### src/rtl/serial_word_comparator.sv
// Purpose: magnitude compare of two WIDTH-bit words, one 4-bit slice per cycle, MSB slice first, via an external 4-bit comparator.
// Latency: result valid k edges after accept (k = slices examined, 1..NIBS); early exit on first unequal slice.
// Backpressure: in_ready only in IDLE; result held in DONE until out_ready; no overlap between words.
module serial_word_comparator #(
  parameter int WIDTH = 16
) (
  input  logic             clk,
  input  logic             rst_n,
  input  logic             in_valid,
  output logic             in_ready,
  input  logic [WIDTH-1:0] in_a,
  input  logic [WIDTH-1:0] in_b,
  output logic [3:0]       nib_a,
  output logic [3:0]       nib_b,
  input  logic             cmp_a_big,
  input  logic             cmp_b_big,
  input  logic             cmp_a_b,
  output logic             out_valid,
  input  logic             out_ready,
  output logic             a_big,
  output logic             b_big,
  output logic             a_b,
  output logic             cmp_err
);

  localparam int NIBS = WIDTH / 4;
  localparam int IW   = (NIBS > 1) ? $clog2(NIBS) : 1;

  // Reject widths that cannot be split into whole slices.
  if ((WIDTH % 4) != 0 || WIDTH < 4) begin : g_width_check
    $error("serial_word_comparator: WIDTH must be a multiple of 4 and >= 4");
  end

  typedef enum logic [1:0] {
    IDLE = 2'd0,
    SCAN = 2'd1,
    DONE = 2'd2
  } state_t;

  state_t           state;
  logic [IW-1:0]    idx;
  logic [WIDTH-1:0] a_reg;
  logic [WIDTH-1:0] b_reg;

  // Control FSM: accept operands, walk slices MSB first, hold result until taken.
  always_ff @(posedge clk or negedge rst_n) begin
    if (!rst_n) begin
      state     <= IDLE;
      idx       <= '0;
      a_reg     <= '0;
      b_reg     <= '0;
      in_ready  <= 1'b0;
      out_valid <= 1'b0;
      a_big     <= 1'b0;
      b_big     <= 1'b0;
      a_b       <= 1'b0;
      cmp_err   <= 1'b0;
    end else begin
      case (state)
        IDLE: begin
          if (in_valid && in_ready) begin
            a_reg    <= in_a;
            b_reg    <= in_b;
            idx      <= IW'(NIBS - 1);
            in_ready <= 1'b0;
            state    <= SCAN;
          end else begin
            // First IDLE cycle after reset raises ready here.
            in_ready <= 1'b1;
          end
        end
        SCAN: begin
          // Flag priority a_big > b_big > equal; no flag at all is a comparator fault.
          if (cmp_a_big) begin
            a_big     <= 1'b1;
            out_valid <= 1'b1;
            state     <= DONE;
          end else if (cmp_b_big) begin
            b_big     <= 1'b1;
            out_valid <= 1'b1;
            state     <= DONE;
          end else if (cmp_a_b) begin
            if (idx == '0) begin
              a_b       <= 1'b1;
              out_valid <= 1'b1;
              state     <= DONE;
            end else begin
              idx <= idx - IW'(1);
            end
          end else begin
            cmp_err   <= 1'b1;
            out_valid <= 1'b1;
            state     <= DONE;
          end
        end
        DONE: begin
          if (out_ready) begin
            out_valid <= 1'b0;
            a_big     <= 1'b0;
            b_big     <= 1'b0;
            a_b       <= 1'b0;
            cmp_err   <= 1'b0;
            in_ready  <= 1'b1;
            state     <= IDLE;
          end
        end
        default: begin
          state     <= IDLE;
          in_ready  <= 1'b0;
          out_valid <= 1'b0;
          a_big     <= 1'b0;
          b_big     <= 1'b0;
          a_b       <= 1'b0;
          cmp_err   <= 1'b0;
        end
      endcase
    end
  end

  // Slice select toward the comparator; zero whenever no scan is in progress.
  always_comb begin
    nib_a = 4'h0;
    nib_b = 4'h0;
    if (state == SCAN) begin
      for (int i = 0; i < NIBS; i++) begin
        if (idx == IW'(i)) begin
          nib_a = a_reg[4*i +: 4];
          nib_b = b_reg[4*i +: 4];
        end
      end
    end
  end

endmodule

### config.mk
export PLATFORM = sky130hd
export DESIGN_NAME = serial_word_comparator
export DESIGN_NICKNAME = d
export VERILOG_FILES = /design/src/rtl/serial_word_comparator.sv
export SDC_FILE = /design/constraint.sdc
export NUM_CORES = 1
export LEC_CHECK = 0
export CORE_UTILIZATION = 46
export DETAILED_ROUTE_END_ITERATION = 12
export PLACE_DENSITY = 0.75
export SYNTH_ARGS = -nofsm -noshare
export SYNTH_HDL_FRONTEND = slang
export SYNTH_SLANG_ARGS = --single-unit
### constraint.sdc
create_clock -name clk -period 2 [get_ports clk]
set_input_delay 0.3 -clock clk [delete_from_list [all_inputs] [get_ports clk]]
set_output_delay 0.3 -clock clk [all_outputs]
set_load 0.1 [all_outputs]
### Word-level counts from Yosys, hierarchy flattened

Index checks and enable logic that the tools add are counted.

| cells by class | value |
|---|---|
| $add $sub $neg | 1 |
| eq/ne operators | 16 |
| mux-type cells | 45 |
| bitwise operators | 2 |
| reduce and logical (&&, ||, !) cells | 13 |

Operator list:

| operator | count |
|---|---|
| $mux W4 | 10 |
| $mux W2 | 11 |
| $ne A2 B2 Y1 const B | 9 |
| $pmux W1 S3 | 6 |
| $mux W1 | 16 |
| $reduce_and A6 Y1 | 2 |
| $reduce_and A3 Y1 | 3 |
| $eq A2 B2 Y1 const B | 3 |
| $pmux W2 S3 | 1 |
| $ne A5 B4 Y1 const B | 1 |
| $reduce_and A5 Y1 | 1 |
| $eq A2 B1 Y1 const B | 2 |
| $logic_not A2 Y1 | 2 |
| $pmux W2 S2 | 1 |
| $reduce_and A2 Y1 | 2 |
| $reduce_and A4 Y1 | 1 |
| $ne A2 B1 Y1 const B | 1 |
| $not A1 Y1 | 2 |
| $reduce_bool A2 Y1 | 1 |
| $sub A2 B1 Y2 const B | 1 |
| $logic_and A1 B1 Y1 | 1 |

| storage, ports and cells | value |
|---|---|
| bits in registers | 42 |
| output and inout port bits | 14 |
| logic and storage cells | 87 |

### Longest topological paths before layout

| logic depth | value |
|---|---|
| word-level depth | 6 |
| depth in mapped cells | 7 |
| mapped depth without buffers | 5 |

### Least setup slack after synthesis

No wires, ideal clock.

| timing path | value |
|---|---|
| kind | reg-to-output |
| from | register idx[1] |
| to | output nib_a[0] |
| data arrival time | 4221 ps |
| setup slack | -2521 ps |
| stages on the path, launching flop included | 8 |
| cells stage by stage | dfrtp_1 -> inv_1 -> ha_1 -> buf_2 -> nor2b_1 -> clkbuf_2 -> a221oi_1 -> o41ai_1 |

| between the ends | value |
|---|---|
| cells in the longest elaborated chain, start to end | 6 |

RTL lines:

| item | line | text |
|---|---|---|
| from (decl) | 41 | `logic [IW-1:0] idx;` |
| from (signal assigned) | 64 | `idx <= IW'(NIBS - 1);` |
| from (signal assigned) | 88 | `idx <= idx - IW'(1);` |
| $logic_not A2 Y1 | 126 | `if (idx == IW'(i)) begin` |
| $mux W4 (3 in a row) | 126 |  |
| $mux W4 (*) | 126 |  |
| $mux W4 (*) | 124 | `if (state == SCAN) begin` |
| to (decl) | 13 | `output logic [3:0] nib_a,` |

Mark *: on every way between the ends. The rest lies on a longest branch, timed or not.

### Worst setup path in the final report

| timing path | value |
|---|---|
| from | register idx[0] |
| to | output nib_a[0] |

The elaborated chain is that of the path after synthesis.

==> out/metrics.cfg <==
[run_status]
status=finished, violations left
violations=setup timing

[global_routing]
grt_max_degree=43
grt_pass1_vias=1797
grt.total_usage=0.2461
antenna_found_initial=0
grt_overflow=0
grt_pass1_wl_um=9259

[setup_path]
cp-start-kind=flop
cp-end-kind=primary output
rr_worst_depth=4
crit_path_frequent_cell=buf_6
path_max_fanout=5
cp_num_buf_inv=5
required_ps=1700
critPathTopFamily=buffers and inverters
r2r_start=state[1]
crit_path_end=nib_a[0]
path_depth=7
reg2reg_slack_ps=300
startpoint=idx[0]
worstPathCellList=buf_6 -> buf_6 -> ha_4 -> buf_8 -> buf_6 -> o41ai_4 -> buf_12
critPathMaxStageDelay_ps=410
crit_arrival_ps=1950
r2r-end=a_reg[0]
cpMaxStageDelayCell=dfrtp_1
path_class=flop to primary output

[job]
drv_cap=0

[die]
fp.dieH_um=70.42
die_x_um=70.42
io_pins=53
dieArea_um2=4959
std_cell_rows=24
initial_core_util=0.4878
core_area_um2=4414

[clock_network]
insertion_delay_ps=300
numCtsBuffers=5
htreeDepth=2
cts_buffer_depth=2
clockRootBuffer=clkbuf_8
cts_sinks=42
cts_tree=built
clk_pin_slew_ps=80

[drt]
postRouteAntennaNets=0
wire_per_inst_um=20.15
drt_iter0_drc=113
wirelength_um=5742
dr.pass1.iters=4
vias=1596
routed_via_density=5.600
drc=0

[timing]
clock.fmax_mhz=443.5
rsz0062_at_grt=true
fin_crit_ps=2255
worst_pin_slew_ps=923.7
fin_hold_ws_ps=129.7
slew_violations=0
finalCritPeriodShare=1.127
setup_viol=8
finClkSkew_ps=6.971
setup_ws_ps=-254.8
slew_headroom=0.3842
finalHoldViolCount=0

[synthesis]
synth-async-reset-ratio=1.000
synth.distinct_cells=33
syn_inst=162
ys_warn_count=0
syn_area_per_cell_um2=13.29
syn-num-nets=206
netlist_area_um2=2153
ys_seq_area_frac=0.4881
synth_edf_count=0
synth_flop_cell=dfrtp_1
ys_ff_latch=42

[cells_and_area]
fin_area_um2=3352
layoutNonFillerInstCount=285
fin_nets=276
drive_gt1_frac=0.4721
synthToLayoutAreaGrowth_pct=55.67
diodes=0
post-route-util=0.7594

[placed_design]
post-dp-hpwl_um=3459
port_buffers=52
place_inst=263
dpl_cell_area_um2=2918
gp_congestion=0.7904

[power]
ir_drop_mv=0.8697
p_leak_nw=1.543
power.density_nw_per_um2=1674
fin_total_pwr_w=0.005612

[min_path]
hp-class=input pin to asynchronous set/reset pin

==> layer usage <==
metal	share of wire	vias up	GRT usage
met5	0	-	0
met3	0.033	15	0.06205
met2	0.50	45	0.4085
met4	0.027	0	0.08000
li1	-	731	-
met1	0.44	805	0.3127
==> synthesized netlist by cell type (all sizes together) (2+ instances only) <==
cell | n | area, um^2
dfrtp | 42 | 1051
mux2 | 32 | 457.9
nor2b | 10 | 62.56
buf | 9 | 103.9
a21oi | 8 | 40.04
a221oi | 8 | 70.07
nand3 | 7 | 35.03
o41ai | 7 | 61.31
ha | 5 | 62.56
nand2 | 5 | 18.77
clkbuf | 4 | 16.26
inv | 4 | 15.01
nor2 | 4 | 15.01
o21ai | 3 | 15.01
a21o | 2 | 16.27
mux2i | 2 | 20.02
==> final cells by class <==
type | count | area, um^2
repair buffers | 76 | 832.0
well taps | 52 | 65.06
inverters | 4 | 17.52
multi-input cells | 103 | 1274
flip-flops and latches | 42 | 1054
clock inverters | 2 | 37.54
clock buffers | 6 | 72.57
fillers | 252 | 1062
==> worst reg2reg max path: stages, from the launching register on <==
cell and delay [ps]:
dfrtp_1 400, buf_4 170, nor4bb_4 330, buf_12 300, mux2_2 390
==> logic make-up after synthesis <==
family | count (synthesis) | share of synthesized area
AO/OA/AOI/OAI | 32 | 0.1092
AND/OR/NAND/NOR | 32 | 0.08890
flip-flops | 42 | 0.4881
buffers and inverters | 17 | 0.06275
adder cells (fa/ha/maj) | 5 | 0.02905
multiplexers | 34 | 0.2220
==> layout by cell type (no fill, tap or decap), types with 2 or more instances in the layout <==
cell / netlist / final
mux2i_1: 2 / 2
mux2_2: 6 / 6
nor2b_1: 10 / 6
buf_2: 2 / 2
inv_1: 4 / 2
mux2_4: 26 / 26
nand2_1: 5 / 5
ha_4: 0 / 4
buf_8: 0 / 2
dfrtp_1: 42 / 40
dfrtp_2: 0 / 2
nor2b_4: 0 / 4
o41ai_4: 0 / 7
clkbuf_8: 0 / 5
buf_6: 2 / 9
a221oi_4: 0 / 4
nand3_1: 7 / 7
buf_4: 1 / 16
a221oi_2: 0 / 3
nor2_1: 4 / 4
clkdlybuf4s50_1: 0 / 37
buf_12: 3 / 10
a21oi_1: 8 / 8
o21ai_0: 3 / 2
==> metrics by stage <==
stage,setup TNS (ps),setup slack (ps)
final,-1802,-254.8
after global placement,0,41.81
after detailed placement,-139.1,-36.11
after global routing,-2385,-317.1
after CTS,-1660,-243.7
after floorplan,-3301,-494.4
==> worst min path at each step <==
stage          slack, ps        end  depth (start not counted)
6_report             130  b_reg[13]                          1
3_3_place_gp         460  out_valid                          1
5_1_grt              210   b_reg[5]                          1
3_5_place_dp         470  out_valid                          1
2_1_floorplan          4        a_b                          0
4_1_cts              170  b_reg[14]                          1
==> report_power, final <==
group          internal [W]  switching, W
Sequential          0.00127      0.000370
Clock              0.000373      0.000309
Combinational       0.00153       0.00176
==> repair_timing <==
item / in CTS / in global routing
setup buffers: 12 / 1
hold buffers: 0 / 0
resized for setup: 37 / 6
cloned: 1 / 0
pin swaps: 8 / 4
setup endpoints to repair: 8 / 8
(Power assumes the default switching activity.)
